**config.mk**
```make
export PLATFORM = sky130hd
export DESIGN_NAME = md_rx_pipeline
export DESIGN_NICKNAME = d
export VERILOG_FILES = /design/src/rtl/md_rx_pipeline.sv
export SDC_FILE = /design/constraint.sdc
export NUM_CORES = 1
export LEC_CHECK = 0
export CORE_MARGIN = 2
export CORE_UTILIZATION = 46
export DETAILED_ROUTE_END_ITERATION = 6
export HOLD_SLACK_MARGIN = 0.15
export MAX_ROUTING_LAYER = met4
export PLACE_DENSITY = 0.78
export REMOVE_ABC_BUFFERS = 1
export SYNTH_ARGS = -nofsm -noshare
export SYNTH_HDL_FRONTEND = slang
export SYNTH_SLANG_ARGS = --single-unit
```
**constraint.sdc**
```tcl
create_clock -name clk -period 15.8 [get_ports clk]
set_clock_uncertainty 0.2 [all_clocks]
set_input_delay 3.16 -clock clk [delete_from_list [all_inputs] [get_ports clk]]
set_output_delay 3.16 -clock clk [all_outputs]
set_load 0.05 [all_outputs]
```
**src/rtl/md_rx_pipeline.sv**
```systemverilog
// md_rx_pipeline: elastic register pipeline for market data words with
// per-word sequence-gap tagging and delivery / gap counters.
// Optional feature macro: MD_SEQ_CHECK_EN (sequence check, seq_gap, gap_count).
// Without the macro, seq_gap and gap_count are tied to zero.
module md_rx_pipeline #(
   parameter int unsigned DATA_W = 64,
   parameter int unsigned STAGES = 2,
   parameter int unsigned SEQ_W  = 16
) (
   input  logic              clk,
   input  logic              reset,
   input  logic [DATA_W-1:0] raw_market_data,
   input  logic              raw_valid,
   output logic              raw_ready,
   output logic [DATA_W-1:0] parsed_data,
   output logic              parsed_valid,
   input  logic              parsed_ready,
   output logic              seq_gap,
   output logic [15:0]       gap_count,
   output logic [31:0]       msg_count
);

   if (STAGES < 1 || STAGES > 8 || SEQ_W < 1 || SEQ_W > DATA_W) begin : g_bad_param
      $error("md_rx_pipeline: illegal STAGES or SEQ_W");
   end

   logic [DATA_W-1:0] st_data  [STAGES];
   logic [STAGES-1:0] st_valid;
   logic [DATA_W-1:0] src_data [STAGES];
   logic [STAGES-1:0] src_valid;
   logic [STAGES-1:0] adv;
   logic              all_full;

   // Stage k advances unless it and every stage after it are full while the
   // consumer stalls; written per stage to avoid a chained combinational loop.
   always_comb begin
      adv      = '0;
      all_full = 1'b1;
      for (int unsigned k = 0; k < STAGES; k++) begin
         all_full = 1'b1;
         for (int unsigned j = 0; j < STAGES; j++) begin
            if (j >= k) all_full = all_full & st_valid[j];
         end
         adv[k] = !all_full || parsed_ready;
      end
   end

   assign raw_ready = adv[0];

   // Load source for each stage: the input for stage 0, the previous stage otherwise.
   always_comb begin
      src_valid[0] = raw_valid;
      src_data[0]  = raw_market_data;
      for (int unsigned k = 1; k < STAGES; k++) begin
         src_valid[k] = st_valid[k-1];
         src_data[k]  = st_data[k-1];
      end
   end

   // Stage registers: a stage loads whenever it is allowed to advance.
   always_ff @(posedge clk or posedge reset) begin
      if (reset) begin
         st_valid <= '0;
         for (int unsigned k = 0; k < STAGES; k++) st_data[k] <= '0;
      end else begin
         for (int unsigned k = 0; k < STAGES; k++) begin
            if (adv[k]) begin
               st_valid[k] <= src_valid[k];
               st_data[k]  <= src_data[k];
            end
         end
      end
   end

   assign parsed_valid = st_valid[STAGES-1];
   assign parsed_data  = st_data[STAGES-1];

   // Delivered-word counter, free-running wrap.
   always_ff @(posedge clk or posedge reset) begin
      if (reset) msg_count <= '0;
      else if (parsed_valid && parsed_ready) msg_count <= msg_count + 32'd1;
   end

`ifdef MD_SEQ_CHECK_EN
   logic [SEQ_W-1:0]  seq;
   logic [SEQ_W-1:0]  exp_seq;
   logic              armed;
   logic              in_gap;
   logic              accept;
   logic [STAGES-1:0] st_gap;
   logic [STAGES-1:0] src_gap;

   assign seq    = raw_market_data[SEQ_W-1:0];
   assign accept = raw_valid && raw_ready;
   assign in_gap = !armed && (seq != exp_seq);

   // Gap flag source per stage, following the data path.
   always_comb begin
      src_gap[0] = in_gap;
      for (int unsigned k = 1; k < STAGES; k++) src_gap[k] = st_gap[k-1];
   end

   // Gap flags ride alongside each stage's data word.
   always_ff @(posedge clk or posedge reset) begin
      if (reset) begin
         st_gap <= '0;
      end else begin
         for (int unsigned k = 0; k < STAGES; k++) begin
            if (adv[k]) st_gap[k] <= src_gap[k];
         end
      end
   end

   // Sequence tracker: first word after reset sets the baseline; every accepted
   // word re-seeds the expected value and flagged words bump the saturating count.
   always_ff @(posedge clk or posedge reset) begin
      if (reset) begin
         armed     <= 1'b1;
         exp_seq   <= '0;
         gap_count <= '0;
      end else if (accept) begin
         armed   <= 1'b0;
         exp_seq <= seq + SEQ_W'(1);
         if (in_gap && gap_count != 16'hFFFF) gap_count <= gap_count + 16'd1;
      end
   end

   assign seq_gap = st_gap[STAGES-1];
`else
   assign seq_gap   = 1'b0;
   assign gap_count = '0;
`endif

endmodule

```
Word level (Yosys, flattened, before mapping)

Cells that the tools add are included.

Logic and storage cells: 12
Flip-flop bits (word level): 162
Bits of input ports: 68

Add/sub/neg operators: 1
Reduce and logical (&&, ||, !) cells: 5
Bitwise logic cells: 1

Operator list:

| cell                  | count |
|---|---|
| $add 32x1->32 const B | 1 |
| $logic_not 1->1       | 2 |
| $logic_or 1x1->1      | 2 |
| $and 1x1->1           | 1 |
| $logic_and 1x1->1     | 1 |

Depth between registers and ports, before layout

Gate-level depths: netlist (run 1).

Word-level depth: 3
Mapped depth: 5

Worst setup path after synthesis (run 1)

OpenSTA, ideal clock, no wires.

Path type: input to output
From: input port parsed_ready
To: output port raw_ready
Data arrival time: 3.958 ns
Stages: 4
Required time: 12.440 ns
Path slack: 8.482 ns
Cells stage by stage: and2b_1 nand2_1 buf_2 buf_2

Cells in the longest elaborated chain, start to end: 1

RTL lines:

| element            | RTL line | source |
|---|---|---|
| start: declaration | 17       | `input logic parsed_ready,` |
| $logic_or 1x1->1   | 44       | `adv[k] = !all_full \|\| parsed_ready;` |
| end: declaration   | 14       | `output logic raw_ready,` |

No other way between the ends.

Worst setup path after layout (run 1)

Same ends and word-level chain as after synthesis.

==> flow_summary.ini, run 1 <==
[layout]
area_growth_pct = 37.0
fin_cells = 910
drive_gt1_frac = 0.147
diodes = 0
layout.nets = 787
design_area_mm2 = 0.00878

[hold_path]
hold_depth = 2
worstHoldPathType = register to register
whs_endpoint = parsed_data[41]$_DFFE_PP0P_
worstHoldStart = parsed_data[41]$_DFFE_PP0P_

[routing]
route.detailed.wl_per_inst_um = 14.9
finalWirelength_mm = 13.6
drtAntennaViolNets = 0
drcViolationCount = 0
first_pass_iters = 4
via_per_inst = 4.92
via_count = 4477
drtIter0Drc = 217

[synth]
synth_top_cells_by_area = dfrtp_1 (63%), nand2_1 (12%), mux2_2 (11%)
yosys.area_share.simple = 0.174
yosys.cell_types.count = 29
yosysSeqAreaShare = 0.633
synth_top_cell_by_area = dfrtp_1
synth_compound_area_frac = 0
syn_inst = 554
synth_fa_ha_area_frac = 0.00195
synth_top_family_by_area = simple AND/OR/NAND/NOR gates
ys_warn_count = 0
synth-seq-cells = 162
syn_area_mm2 = 0.00641
syn_area_per_cell_um2 = 11.6
synth_xor_area_frac = 0.0424
synth_mux_area_frac = 0.114
synth.top_cell.area_share = 0.633

[worst_setup_path]
slowest_delay_ps = 960
cp-end-kind = output pin
r2r_cells = 4
crit_chain = clkdlybuf4s50_1 -> and2b_2 -> buf_4 -> nand2_4 -> clkdlybuf4s50_1
r2r_start = st_valid[1]$_DFFE_PP0P_
start_kind = primary input
worst-r2r-setup-slack_ps = 13180
worstPathRequired_ps = 12440
crit_slowest_cell = clkdlybuf4s50_1
crit_path_frequent_cell = clkdlybuf4s50_1
crit_fanout = 66
timing.rr.end = src_data[4]$_DFFE_PP0P_
cp.arrival_ps = 6010
path_class = primary input to output pin

[floorplanning]
die_y_um = 122
die_w_um = 122
io_pins = 183
die_area_mm2 = 0.0149
start_util = 0.467
coreArea_mm2 = 0.0137
row_count = 43

[timing]
fmax_ghz = 0.107
tns_ps = 0
slew_violations = 0
period_share = 0.593
worst_pin_slew_ps = 1020
finalSetupViolCount = 0
rsz0062_at_grt = no
fin_crit_ps = 9370
holdWs_ps = 264
hold_viol = 0
timing.final.ws_setup_ps = 6430
maxSlewHeadroom = 0.320

[global_route]
grt_pass1_vias = 4485
grt_usage = 0.195
grt_pass1_wl_mm = 21.9
overflow = 0
grt_max_degree = 85
antenna_found_initial = 0

[run_status]
status = complete, no violations

[clock_tree]
cts_root_buffer = clkbuf_16
path_clk_slew_ps = 60
cts_setup_buffers = 0
cts_resized = 0
htreeDepth = 4
cts_buffer_depth = 2
tritoncts = built
cts.sinks = 162
cts_buffers = 17
clk_latency_ps = 410
cts_hold_buf = 0

[power_and_ir_drop]
vdd_drop_max_mv = 0.0755
powerDensity_mw_per_mm2 = 137
leakage_nw = 4.06

[placement]
port_buffers = 165
gp_congestion = 0.831
dp_hpwl_mm = 9.03
pre_cts_ws_ps = 6380
postPlaceCellArea_mm2 = 0.00816
dp_cells = 879

[job]
maxCapViolCount = 0
==> kinds of logic (layout without fill, tap and decap cells) <==
family | Yosys count | in the layout
adders and majority gates | 1 | 1
and+or+nand+nor | 254 | 254
DFF | 162 | 162
buffers and inverters | 40 | 200
muxes | 65 | 65
other | 1 | 17
xor gates and xnor gates | 31 | 31
==> area by class of cell <==
type / instances / area (um^2)
Fill cell: 1041 / 4940
Sequential cell: 162 / 4050
Multi-Input combinational cell: 368 / 2200
Timing Repair Buffer: 168 / 1670
Clock buffer: 22 / 484
Tap cell: 180 / 225
Clock inverter: 9 / 129
Inverter: 1 / 8.76
==> sequential cells by signal, indices dropped and copies added, names as in the netlist <==
signal / cells
msg_count: 32
parsed_data: 64
st_valid: 2
src_data: 64
==> stage by stage <==
step | power [W] | util
6_report | 0.00120 | 0.640
3_5_place_dp | 0.000791 | 0.595
2_1_floorplan | 0.000685 | -
5_1_grt | 0.00125 | 0.640
4_1_cts | 0.00122 | 0.640
3_3_place_gp | 0.000784 | 0.595
==> cell usage in the layout (no fill, tap or decap), types with 4 or more instances in the layout <==
cell and count:
nand3_1 12, xnor2_1 22, xor2_1 9, clkdlybuf4s50_1 165, clkbuf_16 17, nand4_1 12, and3_1 4, dfrtp_1 162
clkbuf_8 4, mux2_2 65, nand2_1 199, and4_1 4, conb_1 17, nor2_1 4
==> synthesized netlist by cell type <==
library cell and n:
buf_1 2, or2b_1 1, inv_1 1, nand2_1 200
nor4_2 1, or2_2 1, nand3_1 12, xor2_1 9
nor2_1 4, conb_1 1, clkbuf_1 13, and2b_1 1
nand4_1 12, and3_2 1, ha_1 1, nor2b_1 1
nor3_1 3, mux2_2 65, and2_0 1, nor4_4 2
xnor2_1 22, and4_1 4, buf_2 7, buf_4 17
nand2b_1 3, dfrtp_1 162, and2_1 2, and3_1 4
nand4b_1 1
==> worst max-delay path, delay by kind of cell <==
kind | cells | cell delay (ps)
buffers and inverters | 3 | 1810
and+or+nand+nor | 2 | 1010
==> power breakdown <==
part           switching [W]  internal, W  total [W]
registers          0.0000339     0.000463   0.000497
clock network       0.000156     0.000264   0.000420
logic               0.000184     0.000101   0.000285
total               0.000374     0.000827    0.00120
==> worst max-delay path by stage <==
stage | start | endpoint | slack (ps) | cells past startpoint
after floorplan | parsed_ready | raw_ready | 6390 | 2
after global placement | parsed_ready | raw_ready | 6400 | 5
after detailed placement | parsed_ready | raw_ready | 6380 | 5
after CTS | parsed_ready | raw_ready | 6360 | 5
after global routing | parsed_ready | raw_ready | 6200 | 5
final | parsed_ready | raw_ready | 6430 | 5
==> metal layers <==
metal | vias up | track usage | share of wire
met4 | 0 | 0.0733 | 0.016
met2 | 151 | 0.291 | 0.48
met1 | 2213 | 0.252 | 0.43
met3 | 19 | 0.0613 | 0.079
li1 | 2094 | - | -
met5 | - | - | 0
No activity file was read; power rests on OpenSTA's default activity.
==> run 2: changes to the inputs <==
--- a/config.mk
+++ b/config.mk
@@ -6,11 +6,11 @@
 export NUM_CORES = 1
 export LEC_CHECK = 0
 export CORE_MARGIN = 2
-export CORE_UTILIZATION = 46
+export CORE_UTILIZATION = 43
 export DETAILED_ROUTE_END_ITERATION = 6
 export HOLD_SLACK_MARGIN = 0.15
 export MAX_ROUTING_LAYER = met4
-export PLACE_DENSITY = 0.78
+export PLACE_DENSITY = 0.76
 export REMOVE_ABC_BUFFERS = 1
 export SYNTH_ARGS = -nofsm -noshare
 export SYNTH_HDL_FRONTEND = slang
==> constraint.sdc (replaced) <==
create_clock -name clk -period 8.22 [get_ports clk]
set_clock_uncertainty 0.2 [all_clocks]
set_input_delay 1.644 -clock clk [delete_from_list [all_inputs] [get_ports clk]]
set_output_delay 1.644 -clock clk [all_outputs]
set_load 0.05 [all_outputs]
==> flow_summary.ini, run 2 (same netlist as run 1, synthesis figures left out) <==
[run_status]
status = complete, no violations

[placement]
dp_hpwl_mm = 9.35
dp_cells = 884
port_buffers = 165
gp_congestion = 0.837
postPlaceCellArea_mm2 = 0.00818

[worst_setup_path]
cp.arrival_ps = 3390
crit_fanout = 5
worst-r2r-setup-slack_ps = 5930
cp-end-kind = output pin
worstPathRequired_ps = 6380
path_class = primary input to output pin
start_kind = primary input
timing.rr.end = src_data[48]$_DFFE_PP0P_
r2r_start = st_valid[1]$_DFFE_PP0P_
r2r_cells = 4

[floorplanning]
die_w_um = 126
die_area_mm2 = 0.0159
io_pins = 183
coreArea_mm2 = 0.0145
die_y_um = 126
start_util = 0.441
row_count = 44

[layout]
design_area_mm2 = 0.00876
num-fill-cells = 1181
fin_cells = 915
layout_common_cells = nand2_1 (199), clkdlybuf4s50_1 (165), dfrtp_1 (162)
diodes = 0
post-route-util = 0.603
layout.nets = 788
area_growth_pct = 36.7
final_common_cell = nand2_1
drive_gt1_frac = 0.146

[clock_tree]
path_clk_slew_ps = 60
cts_buffer_depth = 2
clk_latency_ps = 420
cts_hold_buf = 0
htreeDepth = 4
cts_setup_buffers = 0
cts_buffers = 17
tritoncts = built
cts.sinks = 162
cts_resized = 0
cts_root_buffer = clkbuf_16

[timing]
tns_ps = 0
slew_violations = 0
fin_crit_ps = 5230
rsz0062_at_grt = no
fmax_ghz = 0.191
maxSlewHeadroom = 0.302
period_share = 0.637
hold_viol = 0
worst_pin_slew_ps = 1050
finalSetupViolCount = 0

[routing]
finalWirelength_mm = 14.2
drcViolationCount = 0
top_layer_used = met4
wl_met3_um = 797
drtIter0Drc = 324
met2WireLength_mm = 6.93
via_per_inst = 5.01
wl_met1_mm = 6.18
first_pass_iters = 4
route.detailed.wl_per_inst_um = 15.6
drtAntennaViolNets = 0
via_count = 4583

[power_and_ir_drop]
p_comb_frac = 0.239
vdd_drop_max_mv = 0.246
p_total_w = 0.00229
clockPowerShare = 0.344
powerDensity_mw_per_mm2 = 262
p_sw_frac = 0.318
internal-power_w = 0.00156
leakage_nw = 4.05
p_switching_w = 0.000729
p_seq_frac = 0.417

[hold_path]
whs_endpoint = parsed_data[55]$_DFFE_PP0P_
worstHoldPathType = register to register
worstHoldStart = parsed_data[55]$_DFFE_PP0P_
hold_depth = 2

[global_route]
grt_usage = 0.195
grt_pass1_wl_mm = 23.6
antenna_found_initial = 0
grt_pass1_vias = 4669
overflow = 0
grt_max_degree = 87

[job]
maxCapViolCount = 0
-- run 2: final cells by class --
type | count | area [um^2] | area share
flip-flops and latches | 162 | 4050 | 0.463
multi-input cells | 368 | 2200 | 0.251
repair buffers | 169 | 1680 | 0.192
clock buffers | 20 | 447 | 0.0510
well taps | 184 | 230 | 0.0263
clock inverters | 11 | 138 | 0.0157
inverters | 1 | 8.76 | 0.00100
-- run 2: power by group through the flow --
stage | Clock, W | Combinational (W) | Sequential, W
after detailed placement | 0 | 0.000553 | 0.000970
after global routing | 0.000838 | 0.000582 | 0.000968
final | 0.000789 | 0.000548 | 0.000956
after CTS | 0.000805 | 0.000554 | 0.000957
after floorplan | 0 | 0.000149 | 0.00117
after global placement | 0 | 0.000543 | 0.000965
-- run 2: how the worst max path moves through the flow --
| stage | cells past startpoint | from | slack (ps) | to |
|---|---|---|---|---|
| finish | 4 | parsed_ready | 2990 | raw_ready |
| global route | 4 | parsed_ready | 2930 | raw_ready |
| CTS | 4 | parsed_ready | 2970 | raw_ready |
| detailed placement | 4 | parsed_ready | 2990 | raw_ready |
| global placement | 4 | parsed_ready | 2980 | raw_ready |
| floorplan | 2 | parsed_ready | 1840 | raw_ready |
-- run 2: through the flow --
step | worst slack, ps | hold WS (ps)
after floorplan | 1840 | 235
after global placement | 2980 | 250
after detailed placement | 2990 | 255
after CTS | 2970 | 268
after global routing | 2930 | 288
final | 2990 | 265
-- run 2: routing by layer --
layer,GRT usage,up-vias
li1,-,2094
met1,0.242,2288
met2,0.305,174
met3,0.0527,27
met4,0.0756,0
met5,-,-
-- run 2: critical path, stage by stage --
cell,delay (ps)
clkdlybuf4s50_1,570
and2b_2,270
nand2_4,90
clkdlybuf4s50_1,800
